==> config.mk <==
export PLATFORM = sky130hd
export DESIGN_NAME = unidad_de_control
export DESIGN_NICKNAME = d
export VERILOG_FILES = /design/src/rtl/unidad_de_control_pkg.sv /design/src/rtl/unidad_de_control_decodificador_instr.sv /design/src/rtl/unidad_de_control.sv
export SDC_FILE = /design/constraint.sdc
export NUM_CORES = 1
export LEC_CHECK = 0
export BUFFER_PORTS_ARGS = -buffer_cell sky130_fd_sc_hd__buf_2
export CAP_MARGIN = 30
export CELL_PAD_IN_SITES_DETAIL_PLACEMENT = 0
export CELL_PAD_IN_SITES_GLOBAL_PLACEMENT = 2
export CORE_AREA = 3 3 111 113
export CTS_CLUSTER_DIAMETER = 50
export CTS_CLUSTER_SIZE = 16
export DETAILED_ROUTE_END_ITERATION = 16
export DIE_AREA = 0 0 114 116
export PLACE_DENSITY_LB_ADDON = 0.3
export SYNTH_ARGS = -nofsm -noshare
export SYNTH_HDL_FRONTEND = slang
export SYNTH_SLANG_ARGS = --single-unit
==> constraint.sdc <==
create_clock -name clk -period 2.3 [get_ports clk]
set_clock_uncertainty 0.1 [all_clocks]
set_input_delay 0.23 -clock clk [delete_from_list [all_inputs] [get_ports clk]]
set_output_delay 0.23 -clock clk [all_outputs]
set_load 0.05 [all_outputs]
==> src/rtl/unidad_de_control_pkg.sv <==
// Shared definitions for the multi-cycle control unit: FSM states, instruction classes,
// function-select and branch-condition codes, plus the branch helper functions.
package unidad_de_control_pkg;

   typedef enum logic [1:0] {
      FETCH = 2'd0,
      EXEC  = 2'd1,
      HALT  = 2'd2
   } stateT;

   localparam logic [2:0] CLASS_ALU_REG = 3'b000;
   localparam logic [2:0] CLASS_LOAD    = 3'b001;
   localparam logic [2:0] CLASS_STORE   = 3'b010;
   localparam logic [2:0] CLASS_ALU_IMM = 3'b100;
   localparam logic [2:0] CLASS_BRANCH  = 3'b110;
   localparam logic [2:0] CLASS_JUMP    = 3'b111;

   localparam logic [3:0] FS_PASS_A   = 4'b0000;

   localparam logic [3:0] COND_Z      = 4'b0000;
   localparam logic [3:0] COND_N      = 4'b0001;
   localparam logic [3:0] COND_C      = 4'b0010;
   localparam logic [3:0] COND_V      = 4'b0011;
   localparam logic [3:0] COND_ALWAYS = 4'b0100;
   localparam logic [3:0] SUBOP_HALT  = 4'b1111;

   // Any sub-op outside the defined condition codes means "never taken".
   function automatic logic condMet(input logic [3:0] cond, input logic v, input logic z,
                                    input logic n, input logic c);
      logic met;
      met = 1'b0;
      case (cond)
         COND_Z:      met = z;
         COND_N:      met = n;
         COND_C:      met = c;
         COND_V:      met = v;
         COND_ALWAYS: met = 1'b1;
         default:     met = 1'b0;
      endcase
      return met;
   endfunction

   // The PC has already been incremented, so the offset is relative to the next instruction.
   function automatic logic [15:0] branchTarget(input logic [15:0] pc, input logic [5:0] offset);
      return pc + {{10{offset[5]}}, offset};
   endfunction

endpackage

==> src/rtl/unidad_de_control_decodificador_instr.sv <==
// Combinational decoder: instruction class/sub-op, FSM state and datapath flags -> control word.
// With CONTROL_TRAP_EN defined, illegal classes raise trapReq instead of acting as a NOP.
module decodificador_instr
   import unidad_de_control_pkg::*;
(
   input  stateT       state,
   input  logic [2:0]  opClass,
   input  logic [3:0]  subOp,
   input  logic        V,
   input  logic        Z,
   input  logic        N,
   input  logic        C,
   output logic [3:0]  fs,
   output logic        mbSelect,
   output logic        mdSelect,
   output logic        rw,
   output logic        mw,
   output logic        branchTaken,
   output logic        jumpTaken,
   output logic        haltReq
`ifdef CONTROL_TRAP_EN
   ,
   output logic        trapReq
`endif
);

   // The control word is only live during EXEC; every other state presents an idle word.
   always_comb begin
      fs          = 4'd0;
      mbSelect    = 1'b0;
      mdSelect    = 1'b0;
      rw          = 1'b0;
      mw          = 1'b0;
      branchTaken = 1'b0;
      jumpTaken   = 1'b0;
      haltReq     = 1'b0;
`ifdef CONTROL_TRAP_EN
      trapReq     = 1'b0;
`endif
      if (state == EXEC) begin
         case (opClass)
            CLASS_ALU_REG: begin
               fs = subOp;
               rw = 1'b1;
            end
            CLASS_LOAD: begin
               fs       = FS_PASS_A;
               mdSelect = 1'b1;
               rw       = 1'b1;
            end
            CLASS_STORE: begin
               mw = 1'b1;
            end
            CLASS_ALU_IMM: begin
               fs       = subOp;
               mbSelect = 1'b1;
               rw       = 1'b1;
            end
            CLASS_BRANCH: begin
               fs          = FS_PASS_A;
               branchTaken = condMet(subOp, V, Z, N, C);
            end
            CLASS_JUMP: begin
               if (subOp == SUBOP_HALT) begin
                  haltReq = 1'b1;
               end else begin
                  fs        = FS_PASS_A;
                  jumpTaken = 1'b1;
               end
            end
            default: begin
`ifdef CONTROL_TRAP_EN
               trapReq = 1'b1;
`endif
            end
         endcase
      end
   end

endmodule

==> src/rtl/unidad_de_control.sv <==
// Multi-cycle control unit: fetches over a req/ack port, holds PC/IR and drives the datapath.
// Optional feature macro CONTROL_TRAP_EN adds the sticky illegal_op output and trap-to-halt.
module unidad_de_control
   import unidad_de_control_pkg::*;
#(
   parameter logic [15:0] RESET_PC = 16'h0000
)(
   input  logic        clk,
   input  logic        reset,
   output logic [15:0] imem_addr,
   output logic        imem_req,
   input  logic        imem_ack,
   input  logic [15:0] imem_data,
   input  logic        V,
   input  logic        Z,
   input  logic        N,
   input  logic        C,
   input  logic [15:0] busA,
   output logic [3:0]  FS,
   output logic [2:0]  addrD,
   output logic [2:0]  addrA,
   output logic [2:0]  addrB,
   output logic        MBSelect,
   output logic        MDSelect,
   output logic        RW,
   output logic        MW,
   output logic [15:0] constin,
   output logic        halted
`ifdef CONTROL_TRAP_EN
   ,
   output logic        illegal_op
`endif
);

   stateT       state;
   logic [15:0] pc;
   logic [15:0] ir;

   logic [3:0]  decFs;
   logic        decMb;
   logic        decMd;
   logic        decRw;
   logic        decMw;
   logic        decBranchTaken;
   logic        decJumpTaken;
   logic        decHaltReq;
`ifdef CONTROL_TRAP_EN
   logic        decTrapReq;
`endif

   decodificador_instr uDecoder (
      .state       (state),
      .opClass     (ir[15:13]),
      .subOp       (ir[12:9]),
      .V           (V),
      .Z           (Z),
      .N           (N),
      .C           (C),
      .fs          (decFs),
      .mbSelect    (decMb),
      .mdSelect    (decMd),
      .rw          (decRw),
      .mw          (decMw),
      .branchTaken (decBranchTaken),
      .jumpTaken   (decJumpTaken),
      .haltReq     (decHaltReq)
`ifdef CONTROL_TRAP_EN
      ,
      .trapReq     (decTrapReq)
`endif
   );

   // Register fields go straight to the datapath; reset forces an idle control word.
   assign imem_addr = pc;
   assign imem_req  = (state == FETCH) && !reset;
   assign addrD     = ir[8:6];
   assign addrA     = ir[5:3];
   assign addrB     = ir[2:0];
   assign constin   = {13'd0, ir[2:0]};
   assign FS        = reset ? 4'd0 : decFs;
   assign MBSelect  = decMb & ~reset;
   assign MDSelect  = decMd & ~reset;
   assign RW        = decRw & ~reset;
   assign MW        = decMw & ~reset;

   // FETCH waits for the ack, EXEC lasts one cycle and resolves the next PC, HALT is terminal.
   always_ff @(posedge clk) begin
      if (reset) begin
         state  <= FETCH;
         pc     <= RESET_PC;
         ir     <= 16'd0;
         halted <= 1'b0;
`ifdef CONTROL_TRAP_EN
         illegal_op <= 1'b0;
`endif
      end else begin
         case (state)
            FETCH: begin
               if (imem_ack) begin
                  ir    <= imem_data;
                  pc    <= pc + 16'd1;
                  state <= EXEC;
               end
            end
            EXEC: begin
               state <= FETCH;
               if (decBranchTaken) begin
                  pc <= branchTarget(pc, {ir[8:6], ir[2:0]});
               end else if (decJumpTaken) begin
                  pc <= busA;
               end
               if (decHaltReq) begin
                  state  <= HALT;
                  halted <= 1'b1;
               end
`ifdef CONTROL_TRAP_EN
               if (decTrapReq) begin
                  state      <= HALT;
                  halted     <= 1'b1;
                  illegal_op <= 1'b1;
               end
`endif
            end
            HALT: begin
               state <= HALT;
            end
            default: begin
               state <= FETCH;
            end
         endcase
      end
   end

endmodule

## Word-level counts from Yosys, hierarchy flattened

Cells that the tools add are included.

- Input bits: 39
- Output and inout bits: 51
- Logic and storage cells: 63
- Register bits: 35

- Add/sub/neg operators: 2
- Bitwise logic cells: 5
- Eq/ne operators: 14
- Multiplexer cells: 27
- Reductions and logical operators: 11

Operators by type and width:

| operator | count |
|---|---|
| $mux W16 | 3 |
| $pmux W16 S2 | 1 |
| $add A16 B1 Y16 const B | 1 |
| $add A16 B16 Y16 | 1 |
| $mux W1 | 16 |
| $mux W4 | 3 |
| $eq A3 B3 Y1 const B | 3 |
| $eq A4 B2 Y1 const B | 2 |
| $pmux W2 S3 | 1 |
| $pmux W1 S5 | 1 |
| $and A1 B1 Y1 | 4 |
| $eq A4 B1 Y1 const B | 1 |
| $eq A4 B3 Y1 const B | 1 |
| $eq A4 B4 Y1 const B | 1 |
| $logic_not A4 Y1 | 1 |
| $mux W2 | 2 |
| $reduce_and A2 Y1 | 2 |
| $eq A3 B1 Y1 const B | 1 |
| $eq A3 B2 Y1 const B | 1 |
| $logic_not A3 Y1 | 1 |
| $ne A3 B3 Y1 const B | 1 |
| $reduce_and A3 Y1 | 1 |
| $reduce_or A3 Y1 | 1 |
| $eq A2 B1 Y1 const B | 1 |
| other kinds (8) | 8 |

## Logic depth before layout (Yosys ltp)

- Depth in word-level cells: 7
- Depth in mapped cells: 9
- Gate-level depth less buffers: 9

## Hierarchy

Synthesis repeated with hierarchy kept, for this count alone.

- Cell total of the unflattened synthesis: 409
- Area total of the unflattened synthesis: 2980.4 µm²

Modules (own cells, without submodules):

| module | seq. area each (µm²) | cells each | area each (µm²) | times used |
|---|---|---|---|---|
| unidad_de_control | 700.7 | 383 | 2820.2 | 1 |
| decodificador_instr | 0.0 | 26 | 160.2 | 1 |

## Worst setup path before layout

OpenSTA, ideal clock, no wires.

- Path type: register -> output
- Start point: register state[1]
- End point: output port MW
- Cell stages (with the launch flop): 5
- Path buffers: 2
- Data required time: 1.970 ns
- Path slack: -0.383 ns
- Data arrival time: 2.353 ns
- Cells stage by stage: dfxtp_1 > nand2b_1 > clkbuf_1 > clkbuf_1 > nor4_1

- Longest elaborated chain between the ends: 3

RTL lines:

| what | RTL line | source |
|---|---|---|
| start, declared | unidad_de_control.sv:35 | `stateT state;` |
| start signal, assigned | unidad_de_control.sv:89 | `state <= FETCH;` |
| start signal, assigned | unidad_de_control.sv:102 | `state <= EXEC;` |
| start signal, assigned | unidad_de_control.sv:106 | `state <= FETCH;` |
| $eq A2 B1 Y1 | unidad_de_control_decodificador_instr.sv:40 | `if (state == EXEC) begin` |
| $mux W1 | unidad_de_control_decodificador_instr.sv:40 |  |
| $and A1 B1 Y1 | unidad_de_control.sv:84 | `assign MW = decMw & ~reset;` |
| end, declared | unidad_de_control.sv:26 | `output logic MW,` |

No other way between the ends.

## Final worst setup path

- Start point: register pc[0], in the netlist imem_addr[0]
- End point: register pc[14], in the netlist imem_addr[14]

- Longest elaborated chain between the ends: 3

RTL lines:

| what | RTL line | source |
|---|---|---|
| start, declared | unidad_de_control.sv:36 | `logic [15:0] pc;` |
| start signal, assigned | unidad_de_control.sv:101 | `pc <= pc + 16'd1;` |
| start signal, assigned | unidad_de_control.sv:108 | `pc <= branchTarget(pc, {ir[8:6], ir[2:0]});` |
| start signal, assigned | unidad_de_control.sv:110 | `pc <= busA;` |
| $add A16 B16 Y16 / $add A16 B1 Y16 (equally long branches) | unidad_de_control_pkg.sv:45, unidad_de_control.sv:101 |  |
| $mux W16 (on tied branches) | unidad_de_control.sv:107, unidad_de_control.sv:99 |  |
| $pmux W16 S2 * | unidad_de_control.sv:97 | `case (state)` |

Every way passes the cells marked *; elsewhere a longest branch is shown, timed or not. The select of a mux whose other input is x is not followed.
A chain may end at the register's enable or synchronous reset.

==> metrics.md <==
| Metric | Value |
|---|---|
| Nets@finish | 543 |
| Vias in the first global route | 2954 |
| Top FF cell, synth | dfxtp_1 |
| EDFF count, synth | 0 |
| IO Pins | 90 |
| RSZ-0062 raised after global routing | yes |
| Initial antenna violation count | 0 |
| Gr usage total | 0.142 |
| RePlAce Congestion | 0.885 |
| Mean Syn Cell Area | 7.25 µm² |
| Status | complete, no violations |
| Switching power | 713 µW |
| Commonest non-fill, non-tap cell in the layout | buf_2 |
| Total Wirelength | between 9000 and 10000 µm |
| PwrDens | about 550 nW/µm² |
| IO buf count | 76 |
| Sequential fraction of the synthesis area | 0.246 |
| Synthesized cell area | 2840 µm² |
| DRT Pass-1 Iters | 5 |
| Clk Latency, worst-skew pair | approximately 0.27 ns |
| Avg Vias per Cell | around 4.8 |
| Pint | 1.36 mW |
| Vias | 3049 |
| Hold buffer count at cts | 0 |
| Initial core utilization | 0.249 |
| Slew @ Worst Pin | 0.536 ns |
| Hold Path Class | primary input to flop |
| DP HPWL | 7470 µm |
| Share of layout cells above drive strength 1 | 0.324 |
| CTS Buffer Depth | 2 |
| Max VDD drop | slightly below 0.0005 V |
| Clock power frac | 0.379 |
| Worst EP arrival | roughly 2.4 ns |
| First-pass GRT wire length | 15100 µm |
| Critical Path Sink Type | flop |
| Final core occ | 0.332 |
| Yosys cell types | 57 |
| CTS tree | yes |
| Most frequent cells in the layout | buf_2, nand2_1, a21oi_1 |
| Synth top area cells | dfxtp_1, a21oi_1, nand2_1 |
| Ys Warns | 0 |
| Worst r2r path cells | 9 |
| Kind of critical path | flop to flop |
| Synth-to-Final Area Change | 33.5% |
| Comb pwr share | 0.294 |
| Hold_ws | just under 0.09 ns |
| Root Driver | clkbuf_16 |
| Slew HR | 0.640 |
| Antenna cells | 0 |
| Die width | 114 µm |
| Min cycle time layout | 2.29 ns |
| Final setup violation count | 0 |
| Die height | ~120 µm |
| Routed WL per cell | 15.3 µm |
| Leakage | 1.76 nW |
| Crit Path Max Fanout | 4 |
| FFs w/ async S/R, synth | 0 |
| Post-synth top area share | 0.246 |
| Area after DPL | 3550 µm² |
| Setup TNS Final | 0 ns |
| Req. time, crit path | 2.36 ns |
| Core Area | around 11000 µm² |
| Fmax | 437 MHz |
| Clock slew at reported path FFs | roughly 0.060 ns |
| Cts bufs inserted | 5 |
| Crit path launch type | flop |
| Synth Instances | 392 |
| Largest net degree at the start of global routing | 26 |
| Max-cap viol count | 0 |
| Fin crit share | 0.995 |
| H-tree depth | 2 |
| Total power | 2.07 mW |
| Layout Cell Area excl Fill | 3790 µm² |
| CTS sink count | 35 |
| Sequential share of power | 0.327 |
| Core Rows | 39 |
| Die Area | 13200 µm² |
| Residual DRC | 0 |
| DR iter-0 viols | 149 |
| Area leader, netlist | dfxtp_1 |
| Routed Antenna Nets | 0 |
| Sw frac | 0.344 |
| Hold Fails Final Rpt | 0 |
| Hold Crit Depth | 3 |
| Seq cells post-synth | 35 |
| Final Max Slew Viols | 0 |
| GR Overflow Total | 0 |
==> path summary, 6_finish.rpt <==
path | slack [ns] | startpoint | to
hold reg to reg | 0.35 | ir[4] | ir[4]
setup reg to reg | 0.01 | imem_addr[0] | imem_addr[14]
setup / recovery | 0.01 | imem_addr[0] | imem_addr[14]
hold / removal | 0.09 | imem_data[12] | ir[12]
==> sequential cells by signal (all words and copies together), names as in the netlist <==
name and count:
ir 16, state 2, imem_addr 16, halted 1
==> cells in the mapped netlist (all sizes together) (7+ instances only) <==
cell type  count
mux2i          7
nand2         59
xor2           7
buf           29
ha            16
nand3         13
dfxtp         35
o21ai         25
nor3           9
xnor2          7
nor2          33
clkbuf        13
a21oi         50
inv           10
==> worst max-delay path, stage by stage (launching register included) <==
cell	delay (ns)
dfxtp_4	0.35
ha_4	0.16
fa_2	0.33
a211o_1	0.28
a21oi_2	0.22
a21oi_4	0.11
a211o_1	0.28
xor2_1	0.14
a21oi_1	0.14
nor3_1	0.06
==> logic make-up after synthesis <==
group                      after synthesis  synth area share
DFF                                     35             0.246
and+or+nand+nor                        145             0.236
AOI/OAI and AO/OA                      120             0.263
buffers and inverters                   52             0.104
xor gates and xnor gates                14            0.0431
adders and majority gates               17            0.0775
muxes                                    8            0.0286
other                                    1           0.00132
==> power by group through the flow <==
| stage | Combinational [mW] | Sequential (mW) | Clock (mW) |
|---|---|---|---|
| after floorplan | 0.370 | 0.755 | 0 |
| after global placement | 0.603 | 0.690 | 0 |
| after detailed placement | 0.602 | 0.691 | 0 |
| after CTS | 0.603 | 0.677 | 0.810 |
| after global routing | 0.667 | 0.683 | 0.833 |
| final | 0.610 | 0.678 | 0.785 |
==> through the flow <==
step / instances / setup WS (ns)
2_1_floorplan: 404 / 0.000776
3_3_place_gp: 622 / 0.0126
3_5_place_dp: 622 / -0.0172
4_1_cts: 630 / 0.00993
5_1_grt: 631 / -0.0736
6_report: 631 / 0.0115
==> per-layer routing <==
metal / track usage / part of all wire
met3: 0.0198 / 0.047
met1: 0.189 / 0.45
met2: 0.253 / 0.49
met5: 0 / 0
met4: 0.0182 / 0.0061
==> cell type report <==
class | count | area [µm²]
Clock buffer | 5 | 125
Tap cell | 143 | 179
Clock inverter | 3 | 43.8
Multi-Input combinational cell | 317 | 1990
Sequential cell | 35 | 716
Inverter | 10 | 37.5
Fill cell | 1276 | 7620
Timing Repair Buffer | 118 | 708
==> timing repair <==
item	4_1_cts	5_1_grt
endpoints found under the hold margin	0	0
resized for setup	1	22
pin swaps	0	14
setup endpoints to repair	1	13
buffers inserted	0	1
No activity file was read; power rests on OpenSTA's default activity.
